<file path="src/rtl/mult_pipe_nxn.sv">
// rtl/mult_pipe_nxn.sv - pipelined NxN multiplier with per-operand signedness
// Sign-magnitude datapath: magnitudes, partial products, registered adder tree, sign apply.
module mult_pipe_nxn #(
  parameter int WIDTH = 8
) (
  input  logic               clk,
  input  logic               rst_n,
  input  logic               in_valid,
  output logic               in_ready,
  input  logic [WIDTH-1:0]   n1,
  input  logic [WIDTH-1:0]   n2,
  input  logic               a_signed,
  input  logic               b_signed,
  output logic               out_valid,
  input  logic               out_ready,
  output logic [2*WIDTH-1:0] result,
  output logic               result_zero
);

  localparam int L   = $clog2(WIDTH);
  localparam int LAT = L + 3;
  localparam int PW  = 2 * WIDTH;

  logic             adv;
  logic [LAT-1:0]   vld;
  logic [LAT-2:0]   sgn;
  logic [LAT-2:0]   zro;
  logic [WIDTH-1:0] mag_a;
  logic [WIDTH-1:0] mag_b;
  logic [PW-1:0]    root;
  logic [PW-1:0]    res_q;
  logic             zero_q;
  logic             neg_a;
  logic             neg_b;
  logic             op_zero;

  assign adv         = out_ready | ~vld[LAT-1];
  assign in_ready    = adv;
  assign out_valid   = vld[LAT-1];
  assign result      = res_q;
  assign result_zero = zero_q;

  assign neg_a   = a_signed & n1[WIDTH-1];
  assign neg_b   = b_signed & n2[WIDTH-1];
  assign op_zero = (n1 == '0) | (n2 == '0);

  always_ff @(posedge clk or negedge rst_n) begin
    if (!rst_n) begin
      vld <= '0;
    end else if (adv) begin
      vld <= {vld[LAT-2:0], in_valid};
    end
  end

  // Sign and zero ride a shift line parallel to the data so each stays with its operands.
  always_ff @(posedge clk) begin
    if (adv) begin
      mag_a <= neg_a ? -n1 : n1;
      mag_b <= neg_b ? -n2 : n2;
      sgn   <= {sgn[LAT-3:0], (neg_a ^ neg_b) & ~op_zero};
      zro   <= {zro[LAT-3:0], op_zero};
    end
  end

  for (genvar i = 0; i < WIDTH; i++) begin : g_pp
    logic [PW-1:0] q;
    always_ff @(posedge clk) begin
      if (adv) q <= {{WIDTH{1'b0}}, mag_a & {WIDTH{mag_b[i]}}} << i;
    end
  end

  for (genvar j = 1; j <= L; j++) begin : g_lvl
    for (genvar i = 0; i < (WIDTH >> j); i++) begin : g_node
      logic [PW-1:0] q;
      if (j == 1) begin : g_first
        always_ff @(posedge clk) begin
          if (adv) q <= g_pp[2*i].q + g_pp[2*i+1].q;
        end
      end else begin : g_next
        always_ff @(posedge clk) begin
          if (adv) q <= g_lvl[j-1].g_node[2*i].q + g_lvl[j-1].g_node[2*i+1].q;
        end
      end
    end
  end

  assign root = g_lvl[L].g_node[0].q;

  // Output register is reset and zeroed for empty slots so idle outputs read 0.
  always_ff @(posedge clk or negedge rst_n) begin
    if (!rst_n) begin
      res_q  <= '0;
      zero_q <= 1'b0;
    end else if (adv) begin
      if (vld[LAT-2] && !zro[LAT-2]) res_q <= sgn[LAT-2] ? -root : root;
      else                           res_q <= '0;
      zero_q <= vld[LAT-2] & zro[LAT-2];
    end
  end

endmodule

</file>
<file path="config.mk">
export PLATFORM = sky130hd
export DESIGN_NAME = mult_pipe_nxn
export DESIGN_NICKNAME = d
export VERILOG_FILES = /design/src/rtl/mult_pipe_nxn.sv
export SDC_FILE = /design/constraint.sdc
export NUM_CORES = 1
export LEC_CHECK = 0
export ABC_AREA = 1
export CELL_PAD_IN_SITES_DETAIL_PLACEMENT = 1
export CELL_PAD_IN_SITES_GLOBAL_PLACEMENT = 1
export CORE_UTILIZATION = 49
export DETAILED_ROUTE_END_ITERATION = 6
export PLACE_DENSITY_LB_ADDON = 0.1
export SLEW_MARGIN = 20
export SYNTH_ARGS = -nofsm -noshare
export SYNTH_HDL_FRONTEND = slang
export SYNTH_SLANG_ARGS = --single-unit
</file>
<file path="constraint.sdc">
create_clock -name clk -period 4.7 [get_ports clk]
set_input_delay 0.94 -clock clk [delete_from_list [all_inputs] [get_ports clk]]
set_output_delay 0.94 -clock clk [all_outputs]
set_load 0.02 [all_outputs]
</file>
==> flow_summary.html <==
<table>
<tr><th>Metric</th><th>Value</th></tr>
<tr><th colspan="2">Power</th></tr>
<tr><td>Maximum ir drop on the vdd rail</td><td>0.333 mV</td></tr>
<tr><td>Leakage</td><td>approximately 5.3 nW</td></tr>
<tr><td>Power density of the placed cells</td><td>731 nW/um^2</td></tr>
<tr><td>PnR Total Power</td><td>8.01 mW</td></tr>
<tr><th colspan="2">Critical path</th></tr>
<tr><td>Top cell family by delay on the critical path</td><td>buffers and inverters</td></tr>
<tr><td>Critical path arrival</td><td>between 2000 and 2500 ps</td></tr>
<tr><td>Crit path top cell by count</td><td>clkdlybuf4s50_1</td></tr>
<tr><td>Critical Path Start</td><td>out_ready</td></tr>
<tr><td>Stage delay of the slowest cell on the critical path</td><td>560 ps</td></tr>
<tr><td>Cell-by-cell listing of the critical path</td><td>clkdlybuf4s50_1, nor2_4, inv_6, clkdlybuf4s50_1</td></tr>
<tr><td>Worst R2R Start</td><td>vld[5]</td></tr>
<tr><td>Max FO, Critical Path</td><td>10</td></tr>
<tr><td>Critical-path cell with the highest stage delay</td><td>clkdlybuf4s50_1</td></tr>
<tr><td>Worst Path Class, Setup</td><td>input port to output pin</td></tr>
<tr><td>Required time at the worst-slack endpoint</td><td>around 3800 ps</td></tr>
<tr><td>Kind of start point of the critical path</td><td>input port</td></tr>
<tr><td>Type of destination of the critical path</td><td>output pin</td></tr>
<tr><td>Buf/Inv on CP</td><td>3</td></tr>
<tr><th colspan="2">Floorplanning</th></tr>
<tr><td>Core Rows</td><td>51</td></tr>
<tr><td>Die height</td><td>143 um</td></tr>
<tr><td>Die area</td><td>roughly 20,000 um^2</td></tr>
<tr><td>Effective utilization at floorplan</td><td>approximately 50%</td></tr>
<tr><td>Placeable core area</td><td>19,500 um^2</td></tr>
<tr><td>Ports placed on the boundary</td><td>41</td></tr>
<tr><td>Width of the chip</td><td>143 um</td></tr>
<tr><th colspan="2">Timing</th></tr>
<tr><td>Unrepaired setup endpoints after global routing</td><td>no</td></tr>
<tr><td>Top achievable clock speed</td><td>roughly 300 MHz</td></tr>
<tr><td>Total negative slack for setup checks</td><td>0 ps</td></tr>
<tr><td>Final Slew Violations</td><td>0</td></tr>
<tr><td>Final setup violation count</td><td>0</td></tr>
<tr><td>Slew at the pin closest to its max-slew limit</td><td>about 960 ps</td></tr>
<tr><td>Worst slew margin relative to its limit</td><td>between 30 and 40%</td></tr>
<tr><td>Final period demand of the worst path</td><td>approximately 3300 ps</td></tr>
<tr><td>Maximum clock skew at final layout</td><td>roughly 13 ps</td></tr>
<tr><td>Tcrit/Tclk final</td><td>a little over two thirds</td></tr>
<tr><td>Fin. Hold Viols</td><td>0</td></tr>
<tr><th colspan="2">Drt</th></tr>
<tr><td>Length of routed wiring on met1</td><td>7900 um</td></tr>
<tr><td>Wire length per cell after detailed routing</td><td>~15 um</td></tr>
<tr><td>DR pass1 iterations</td><td>4</td></tr>
<tr><td>Total number of vias</td><td>about 6,300</td></tr>
<tr><td>Routed Antenna Nets</td><td>0</td></tr>
<tr><td>DRC marker count from the first detailed-route iteration</td><td>around 260</td></tr>
<tr><td>Remaining design rule violation count</td><td>0</td></tr>
<tr><td>DR WL met2</td><td>between 10,000 and 15,000 um</td></tr>
<tr><td>Post-DR vias/cell</td><td>approximately 5.0</td></tr>
<tr><td>Top routing layer used</td><td>met4</td></tr>
<tr><td>Met3 WL post-DR</td><td>roughly 390 um</td></tr>
<tr><td>Post-detailed-routing wire length</td><td>18,800 um</td></tr>
<tr><th colspan="2">Global route</th></tr>
<tr><td>Pin count of the biggest net entering global routing</td><td>79</td></tr>
<tr><td>Grt total ovfl</td><td>0</td></tr>
<tr><td>Via count of the first global-routing pass</td><td>just under 7,000</td></tr>
<tr><td>Number of antenna violations at the first check in global routing</td><td>0</td></tr>
<tr><td>Global-route total usage across every layer</td><td>between 20% and 30%</td></tr>
<tr><td>Global-route wire length before repair</td><td>31,600 um</td></tr>
<tr><th colspan="2">Clock tree</th></tr>
<tr><td>Number of CTS-inserted buffers</td><td>17</td></tr>
<tr><td>CTS Hold Bufs</td><td>0</td></tr>
<tr><td>CTS tree</td><td>done</td></tr>
<tr><td>Library cell used as clock root buffer</td><td>clkbuf_16</td></tr>
<tr><td>Maximum count of clock buffers along a single path</td><td>2</td></tr>
<tr><td>Number of H-tree branching levels</td><td>4</td></tr>
<tr><td>Number of clock sinks seen by CTS</td><td>194</td></tr>
<tr><td>Clock latency on the worst-skew pair</td><td>around 440 ps</td></tr>
<tr><td>CTS clk-pin slew, worst paths</td><td>approximately 70 ps</td></tr>
<tr><td>Post-CTS setup buffer count</td><td>0</td></tr>
<tr><td>Cts repair resizes</td><td>0</td></tr>
<tr><th colspan="2">Logic synthesis</th></tr>
<tr><td>Synth cell types</td><td>38</td></tr>
<tr><td>Proportion of netlist area held by the largest area contributor</td><td>between 50 and 60%</td></tr>
<tr><td>Gate count of the mapped netlist</td><td>between 900 and 1,000</td></tr>
<tr><td>Total standard cell area after synthesis</td><td>9700 um^2</td></tr>
<tr><td>Most area-consuming cells after synthesis</td><td>edfxtp_1 (53%), nand2_1 (9.1%), ha_1 (7.2%), dfrtp_1 (5.9%), inv_1 (5.8%)</td></tr>
<tr><td>Synth Register Bits</td><td>approximately 190</td></tr>
<tr><td>Warnings, synthesis</td><td>0</td></tr>
<tr><td>Average instance area after synthesis</td><td>roughly 10 um^2</td></tr>
<tr><td>Sequential area share after synthesis</td><td>a little under 60%</td></tr>
<tr><td>Number of nets produced by synthesis</td><td>between 1,000 and 1,500</td></tr>
<tr><td>Synth area leader</td><td>edfxtp_1</td></tr>
<tr><th colspan="2">Cells and area</th></tr>
<tr><td>Final cell count without fillers</td><td>between 1,000 and 1,500</td></tr>
<tr><td>Layout cell share with drive strength beyond 1</td><td>roughly 5.0%</td></tr>
<tr><td>Most frequent standard cell in the layout excluding fill and tap cells</td><td>nand2_1</td></tr>
<tr><td>Area added between synthesis and finish</td><td>13.0%</td></tr>
<tr><td>Final cell area excluding filler cells</td><td>11,000 um^2</td></tr>
<tr><td>Antenna Cells</td><td>0</td></tr>
<tr><td>Commonest cells after routing, fill and taps aside</td><td>nand2_1 (235), edfxtp_1 (171), inv_1 (149), ha_1 (56), nand3_1 (51)</td></tr>
<tr><td>Number of nets in the layout</td><td>1,059</td></tr>
<tr><th colspan="2">Placement</th></tr>
<tr><td>Placed wire-length estimate after detailed placement</td><td>between 10,000 and 15,000 um</td></tr>
<tr><td>Post-Place Cells</td><td>1,220</td></tr>
<tr><td>Placed cell area</td><td>just over 10,000 um^2</td></tr>
<tr><td>Final Wtd Congestion</td><td>roughly 0.8</td></tr>
<tr><td>Number of buffers added on ports</td><td>40</td></tr>
<tr><th colspan="2">Worst hold path</th></tr>
<tr><td>Worst Min Path Start</td><td>g_pp[6].q[6]</td></tr>
<tr><td>Worst hold path type</td><td>flop to flop</td></tr>
<tr><th colspan="2">Flow run</th></tr>
<tr><td>Maximum capacitance violations</td><td>0</td></tr>
<tr><th colspan="2">Run status</th></tr>
<tr><td>Run status</td><td>finished clean</td></tr>
</table>
## path summary, 6_finish.rpt
kind	end	slack, ps	cells after the start
max	in_ready	1420	4
min	g_lvl[1].g_node[3].q[6]	420	0
max reg2reg	g_pp[5].q[7]	2180	5
min reg2reg	g_lvl[1].g_node[3].q[6]	420	0
max in group asynchronous	result[8]	3880	1
min in group asynchronous	result[0]	470	1
## synthesized netlist by cell type (all sizes together)
cell type	n
nand2	238
edfxtp	171
inv	151
ha	56
nand3	51
a21oi	45
nor2	40
xor2	38
o21ai	29
dfrtp	23
clkbuf	15
xnor2	15
nand4	14
fa	7
a21o	6
a31oi	6
buf	6
nor3	5
o21bai	4
a21boi	2
a22oi	2
or2	2
a22o	1
and2	1
and3	1
o211ai	1
o22ai	1
o31ai	1
## through the flow
step,setup WS (ps),utilization [%],hold WS [ps]
finish,1420,56.3,421
CTS,1390,56.3,425
global placement,1220,53.3,403
floorplan,810,-,400
detailed placement,1190,53.3,406
global route,1370,56.3,426
## per-layer routing
metal / track usage [%] / vias up
li1: - / 3156
met1: 22.1 / 3038
met3: 3.02 / 27
met4: 8.15 / 0
met5: 0 / -
met2: 39.5 / 76
## kinds of logic after synthesis
logic type | Yosys count | synth area share [%]
and+or+nand+nor | 352 | 15.1
xor gates and xnor gates | 53 | 4.79
AOI/OAI and AO/OA | 98 | 5.79
DFF | 194 | 58.9
adders and majority gates | 63 | 8.67
buffers and inverters | 172 | 6.80
## power by group
part | total (mW) | leakage, nW | internal (mW) | switching [mW]
Sequential | 3.44 | 2.11 | 2.99 | 0.448
Clock | 1.45 | 0.296 | 0.778 | 0.676
Combinational | 3.12 | 2.86 | 1.18 | 1.93
Total | 8.01 | 5.27 | 4.95 | 3.06
## sequential cells by signal, indices dropped and copies added (netlist names)
| name | cells |
|---|---|
| g_lvl.g_node.q | 81 |
| result | 16 |
| g_pp.q | 64 |
| mag_a | 8 |
| mag_b | 8 |
| sgn | 5 |
| zro | 5 |
| vld | 6 |
| result_zero | 1 |
## final cells by class
type	instances	area, um^2
Fill cell	2109	8500
Sequential cell	194	5710
Multi-Input combinational cell	566	3330
Inverter	151	572
Clock buffer	19	453
Timing Repair Buffer	44	425
Tap cell	265	332
Clock inverter	13	138
Power figures use the tool's default switching activity.
